==> src/rtl/serial_add_pkg.sv <==
// serial_add_pkg: shared FSM states, default width and counter sizing for the serial adder
package serial_add_pkg;

    typedef enum logic [1:0] {
        IDLE = 2'd0,
        RUN  = 2'd1,
        DONE = 2'd2
    } state_t;

    localparam int DEFAULT_WIDTH = 8;

    function automatic int cnt_w(input int w);
        return (w < 2) ? 1 : $clog2(w);
    endfunction

endpackage

==> src/rtl/serial_add_bit.sv <==
// serial_add_bit: combinational one-bit full-adder slice
module serial_add_bit (
    input  logic a,
    input  logic b,
    input  logic carry_in,
    output logic sum,
    output logic carry_out
);

    assign sum       = a ^ b ^ carry_in;
    assign carry_out = (a & b) | (a & carry_in) | (b & carry_in);

endmodule

==> src/rtl/serial_add_ctrl.sv <==
// serial_add_ctrl: bit-serial adder, one full-adder slice reused LSB first; SERIAL_ADD_SUB_EN adds a subtract port
module serial_add_ctrl
    import serial_add_pkg::*;
#(
    parameter int WIDTH = DEFAULT_WIDTH
) (
    input  logic             clk,
    input  logic             rst,
    input  logic             start,
    input  logic [WIDTH-1:0] a,
    input  logic [WIDTH-1:0] b,
    input  logic             carry_in,
`ifdef SERIAL_ADD_SUB_EN
    input  logic             sub,
`endif
    output logic             busy,
    output logic             done,
    output logic [WIDTH-1:0] sum,
    output logic             carry_out
);

    localparam int CW = cnt_w(WIDTH);

    state_t           r_state, w_next;
    logic [WIDTH-1:0] r_a, r_b, r_r, r_sum;
    logic             r_c, r_cout;
    logic [CW-1:0]    r_cnt;
    logic             w_accept, w_last, w_s, w_co, w_c_ld;
    logic [WIDTH-1:0] w_b_ld;

`ifdef SERIAL_ADD_SUB_EN
    assign w_b_ld = sub ? ~b : b;
    assign w_c_ld = sub | carry_in;
`else
    assign w_b_ld = b;
    assign w_c_ld = carry_in;
`endif

    assign w_accept  = start && (r_state == IDLE || r_state == DONE);
    assign w_last    = (r_state == RUN) && (r_cnt == CW'(WIDTH - 1));
    assign busy      = r_state == RUN;
    assign done      = r_state == DONE;
    assign sum       = r_sum;
    assign carry_out = r_cout;

    serial_add_bit u_bit (
        .a         (r_a[0]),
        .b         (r_b[0]),
        .carry_in  (r_c),
        .sum       (w_s),
        .carry_out (w_co)
    );

    // state register
    always_ff @(posedge clk) begin
        if (rst) r_state <= IDLE;
        else     r_state <= w_next;
    end

    // next state; any illegal encoding falls back to IDLE
    always_comb begin
        w_next = IDLE;
        case (r_state)
            IDLE:    w_next = w_accept ? RUN : IDLE;
            RUN:     w_next = w_last ? DONE : RUN;
            DONE:    w_next = w_accept ? RUN : IDLE;
            default: w_next = IDLE;
        endcase
    end

    // operand load, per-bit shift/carry, and result capture on the last bit
    always_ff @(posedge clk) begin
        if (rst) begin
            r_a    <= '0;
            r_b    <= '0;
            r_r    <= '0;
            r_c    <= 1'b0;
            r_cnt  <= '0;
            r_sum  <= '0;
            r_cout <= 1'b0;
        end else if (w_accept) begin
            r_a   <= a;
            r_b   <= w_b_ld;
            r_c   <= w_c_ld;
            r_cnt <= '0;
        end else if (r_state == RUN) begin
            r_a   <= r_a >> 1;
            r_b   <= r_b >> 1;
            r_c   <= w_co;
            r_r   <= {w_s, r_r[WIDTH-1:1]};
            r_cnt <= w_last ? '0 : r_cnt + CW'(1);
            if (w_last) begin
                r_sum  <= {w_s, r_r[WIDTH-1:1]};
                r_cout <= w_co;
            end
        end
    end

endmodule

==> config.mk <==
export PLATFORM = sky130hd
export DESIGN_NAME = serial_add_ctrl
export DESIGN_NICKNAME = d
export VERILOG_FILES = /design/src/rtl/serial_add_pkg.sv /design/src/rtl/serial_add_bit.sv /design/src/rtl/serial_add_ctrl.sv
export SDC_FILE = /design/constraint.sdc
export NUM_CORES = 1
export LEC_CHECK = 0
export CORE_MARGIN = 2
export CORE_UTILIZATION = 49
export CTS_CLUSTER_DIAMETER = 60
export DETAILED_ROUTE_END_ITERATION = 8
export GPL_TIMING_DRIVEN = 0
export PLACE_DENSITY = 0.83
export RECOVER_POWER = 100
export SLEW_MARGIN = 20
export SYNTH_ARGS = -nofsm -noshare
export SYNTH_HDL_FRONTEND = slang
export SYNTH_SLANG_ARGS = --single-unit
==> constraint.sdc <==
create_clock -name clk -period 1.95 [get_ports clk]
set_clock_uncertainty 0.2 [all_clocks]
set_input_delay 0.39 -clock clk [delete_from_list [all_inputs] [get_ports clk]]
set_output_delay 0.39 -clock clk [all_outputs]
set_load 0.02 [all_outputs]
* Yosys cells after proc, flatten, opt, wreduce, memory -nomap -nowiden
Cells that the tools add are included.
** Operators by class
- Add/subtract/negate cells :: 1
- Eq/ne operators :: 3
- Muxes and demuxes :: 10
- Bitwise operators :: 8
- Reduce and logical (&&, ||, !) cells :: 9
** Operator list (number)
- $mux 8 :: 4
- $pmux 2 s2 :: 1
- $reduce_or 2->1 :: 2
- $add 3x1->3 const B :: 1
- $and 1x1->1 :: 3
- $eq 3x3->1 const B :: 1
- $mux 1 :: 3
- $mux 3 :: 1
- $reduce_and 3->1 :: 1
- $eq 2x1->1 const B :: 1
- $eq 2x2->1 const B :: 1
- $logic_and 1x1->1 :: 2
- $logic_not 2->1 :: 1
- $mux 2 :: 1
- $or 1x1->1 :: 2
- $reduce_and 2->1 :: 1
- $reduce_bool 2->1 :: 1
- $xor 1x1->1 :: 2
- $logic_or 1x1->1 :: 1
- $not 1->1 :: 1
** Storage, ports and cells
- Register bits :: 39
- Input bits :: 20
- Output and inout bits :: 11
- Word-level logic and storage cells :: 39

* Depth between registers and ports, before layout
- Depth after elaboration :: 5
- Gate-level depth with buffers :: 5

* By module
Synthesis repeated with hierarchy kept, for this count alone.
** Second synthesis, totals
- Cell total of the unflattened synthesis :: 180
- Area, all modules :: 1512.7 um2
** By module, submodules not included
- serial_add_ctrl :: times used 1, cells each 179, area each 1492.7 um2
- serial_add_bit :: times used 1, cells each 1, area each 20.0 um2

* Least setup slack after synthesis
OpenSTA, ideal clock, no wires.
- Path type :: flip-flop to flip-flop
- Start point :: register r_cnt[0]
- End point :: register r_cnt[0]
- Setup time :: 80 ps
- Arrival time :: 1236 ps
- Required time :: 1670 ps
- Path slack :: 435 ps
- Stages on the path, launching flop included :: 5
- Path buffers :: 0
- Clock period less this slack :: 1515 ps
- Path through :: dfxtp_1 -> ha_1 -> ha_1 -> or3_1 -> a211oi_2
** On the way
- Longest elaborated chain between the ends :: 3
- Elaborated cells on any way between the ends :: 4
** Ends and longest elaborated chain
- start, declared :: RTL line serial_add_ctrl.sv:27 : logic [CW-1:0] r_cnt;
- start signal, assigned :: RTL line serial_add_ctrl.sv:91 : r_cnt <= w_last ? '0 : r_cnt + CW'(1);
- branches (longest 2 deep; another with $add 3x1->3)
- $mux 3 * :: RTL line serial_add_ctrl.sv:91
Mark *: on every way between the ends.
A chain may end at the register's enable or synchronous reset.

* Final worst setup path
- Start point :: register r_sum[0], in the netlist sum[0]
- End point :: output sum[0]
** RTL lines
- start, declared :: RTL line serial_add_ctrl.sv:25 : logic [WIDTH-1:0] r_a, r_b, r_r, r_sum;
- start signal, assigned :: RTL line serial_add_ctrl.sv:93 : r_sum <= {w_s, r_r[WIDTH-1:1]};
- end, declared :: RTL line serial_add_ctrl.sv:18 : output logic [WIDTH-1:0] sum,
No word-level cell between the ends.

==> results.json <==
{
  "status": "completed",
  "synth_top_area_frac": 0.505,
  "hp-class": "primary input to flop",
  "dp_hpwl_um": 2360,
  "pin_count": 31,
  "yosys.area_share.simple": 0.235,
  "wl_um": 3400,
  "nets": 237,
  "start_kind": "flop",
  "cap_violations": 0,
  "synth_top_family_by_area": "simple AND/OR/NAND/NOR gates",
  "cts_max_level": 2,
  "ys_ff_latch": 38,
  "r2r-start": "r_state[0]$_SDFF_PP0_",
  "areaGrowthSynthToFinish_pct": 25.2,
  "critical_path_class": "flop to output pin",
  "synth_cells": 178,
  "worstPathArrival_ps": 1290,
  "grt_overflow_total": 0,
  "seqCellArea_um2": 762,
  "fill_cells": 270,
  "synth.avg_cell_area_um2": 8.47,
  "final.setup.worst_slack_ps": 67.1,
  "drive_above_1_share": 0.0791,
  "ir_worst_vdd_mv": 0.459,
  "first_iter_violations": 78,
  "hold_viol_final": 0,
  "finalSetupViolCount": 0,
  "grt_start_max_net_pins": 12,
  "cp_slowest_cell": "clkdlybuf4s50_1",
  "slew_headroom": 0.656,
  "grt_pass1_vias": 1259,
  "post_dp_cell_area_um2": 1840,
  "pre_cts_ws_ps": -184,
  "crit_buf_inv": 1,
  "critPathMaxFanout": 2,
  "wire_per_inst_um": 13.7,
  "viasPerCell": 5.53,
  "ys_warn_count": 0,
  "finish.utilization": 0.634,
  "io_buffers": 29,
  "cts_max_path_buffers": 2,
  "yosysUniqueCellTypes": 25,
  "synthesis.nets": 201,
  "num_rows": 20,
  "setup.worst_path.start": "sum[0]$_SDFFE_PP0P_",
  "dieArea_um2": 3540,
  "slew_viol_final": 0,
  "cts_buffers": 5,
  "drtAntennaViolNets": 0,
  "tightest_slew_ps": 516,
  "power.density_nw_per_um2": 771,
  "via_count": 1371,
  "diodes": 0,
  "cts_tree": "yes",
  "fin_area_um2": 1890,
  "finalCritPeriodShare": 0.966,
  "insertion_delay_ps": 340,
  "postCtsHoldBufs": 0,
  "path_cells": "clkdlybuf4s50_1",
  "min_from": "rst",
  "rsz0062_at_grt": "false",
  "ctsRootBufferMaster": "clkbuf_4",
  "required_ps": 1360,
  "path_delay_family": "buffers and inverters",
  "clkSinkCount": 38,
  "first_pass_iters": 4,
  "path_clk_slew_ps": 110,
  "start_util": 0.506,
  "synth_fa_ha_area_frac": 0.0299,
  "power_leakage_nw": 0.680,
  "core_um2": 2980,
  "max_freq_ghz": 0.531,
  "slowest_delay_ps": 610,
  "min_period_ps": 1880,
  "post_synth_instance_area_um2": 1510,
  "die_h_um": 59.5,
  "synth_xor_area_frac": 0,
  "grt_usage": 0.212,
  "antenna_found_initial": 0,
  "cts_resized": 8,
  "post-cts-setup-buffers": 0,
  "synth_top_area_cell": "dfxtp_1",
  "grt_pass1_wl_um": 5590,
  "tns_ps": 0,
  "crit_path_end_kind": "output pin",
  "multi_input_area_um2": 661,
  "fp.dieW_um": 59.5,
  "gp_congestion": 0.800,
  "ys_seq_area_frac": 0.505,
  "synth_mux_area_frac": 0.0133,
  "netlist_top_cells_area": "dfxtp_1, nand2_1, a21oi_1, nand3_1, a311oi_1",
  "drc": 0,
  "synth-compound-area-share": 0.163
}
[per-stage QoR]
step           power (mW)  hold slack (ps)  cells
2_1_floorplan       0.970              237    178
5_1_grt              1.52              278    248
6_report             1.46              262    248
3_3_place_gp         1.05              246    240
3_5_place_dp         1.05              249    240
4_1_cts              1.46              258    248
[synth_stat cells (all sizes together)]
master	count
nand3	14
clkbuf	4
nand2b	2
nor3	11
nor2	9
buf	11
ha	2
dfxtp	38
nand3b	1
nand2	39
o21a	1
mux2i	2
nor4bb	1
a22oi	4
a311oi	7
nor2b	2
o22ai	4
a211oi	1
or3	1
fa	1
a21oi	22
inv	1
[state kept, by name, indices dropped and copies added, names as in the netlist]
register   flops
r_cnt          3
r_r            7
r_c            1
r_b            8
r_a            8
r_state        2
sum            8
carry_out      1
[layer usage]
layer  vias to the layer above  part of all wire  GRT usage
li1                        691                 -          -
met1                       643              0.48      0.269
met3                         5             0.038     0.0524
met5                         -                 0          0
met2                        32              0.47      0.344
met4                         0             0.014     0.0812
[area by class of cell]
| type | instances | area share |
|---|---|---|
| buffer | 15 | 0.0391 |
| clock buffer | 7 | 0.0292 |
| clock inverter | 1 | 0.00265 |
| inverter | 1 | 0.00199 |
| multi-input combinational | 124 | 0.350 |
| sequential | 38 | 0.404 |
| tap | 33 | 0.0219 |
| timing repair buffer | 29 | 0.152 |
[kinds of logic after synthesis]
kind of cell | Yosys count
compound gates | 39
fa+ha+maj | 3
buf+inv | 16
flops | 38
mux | 2
simple gates | 80
[final timing paths]
path	slack (ps)	end	depth (start not counted)
worst max-delay path	70	sum[0]	1
worst min-delay path	260	sum[1]$_SDFFE_PP0P_	2
worst max register to register	210	r_a[0]$_SDFFE_PP0P_	5
worst min register to register	260	sum[1]$_SDFFE_PP0P_	2
[layout by cell type (no fill, tap or decap), drive strengths merged]
cell type,Yosys,layout
or3,1,1
mux2i,2,2
fa,1,1
clkbuf,4,17
a21oi,22,22
clkdlybuf4s50,0,27
nand3b,1,1
inv,1,1
nand2,39,39
nor2,9,9
buf,11,6
a22oi,4,4
a211oi,1,1
nor4bb,1,1
nor2b,2,2
dfxtp,38,38
a311oi,7,7
o21a,1,1
clkinv,0,1
ha,2,2
nand3,14,14
nand2b,2,2
dlygate4sd2,0,1
nor3,11,11
o22ai,4,4
[where the power goes]
| group | internal [mW] | leakage [nW] | switching (mW) |
|---|---|---|---|
| clock network | 0.175 | 0.0353 | 0.252 |
| registers | 0.812 | 0.310 | 0.0227 |
| logic | 0.0892 | 0.334 | 0.105 |
| total | 1.08 | 0.680 | 0.380 |
No activity file was read; power rests on OpenSTA's default activity.
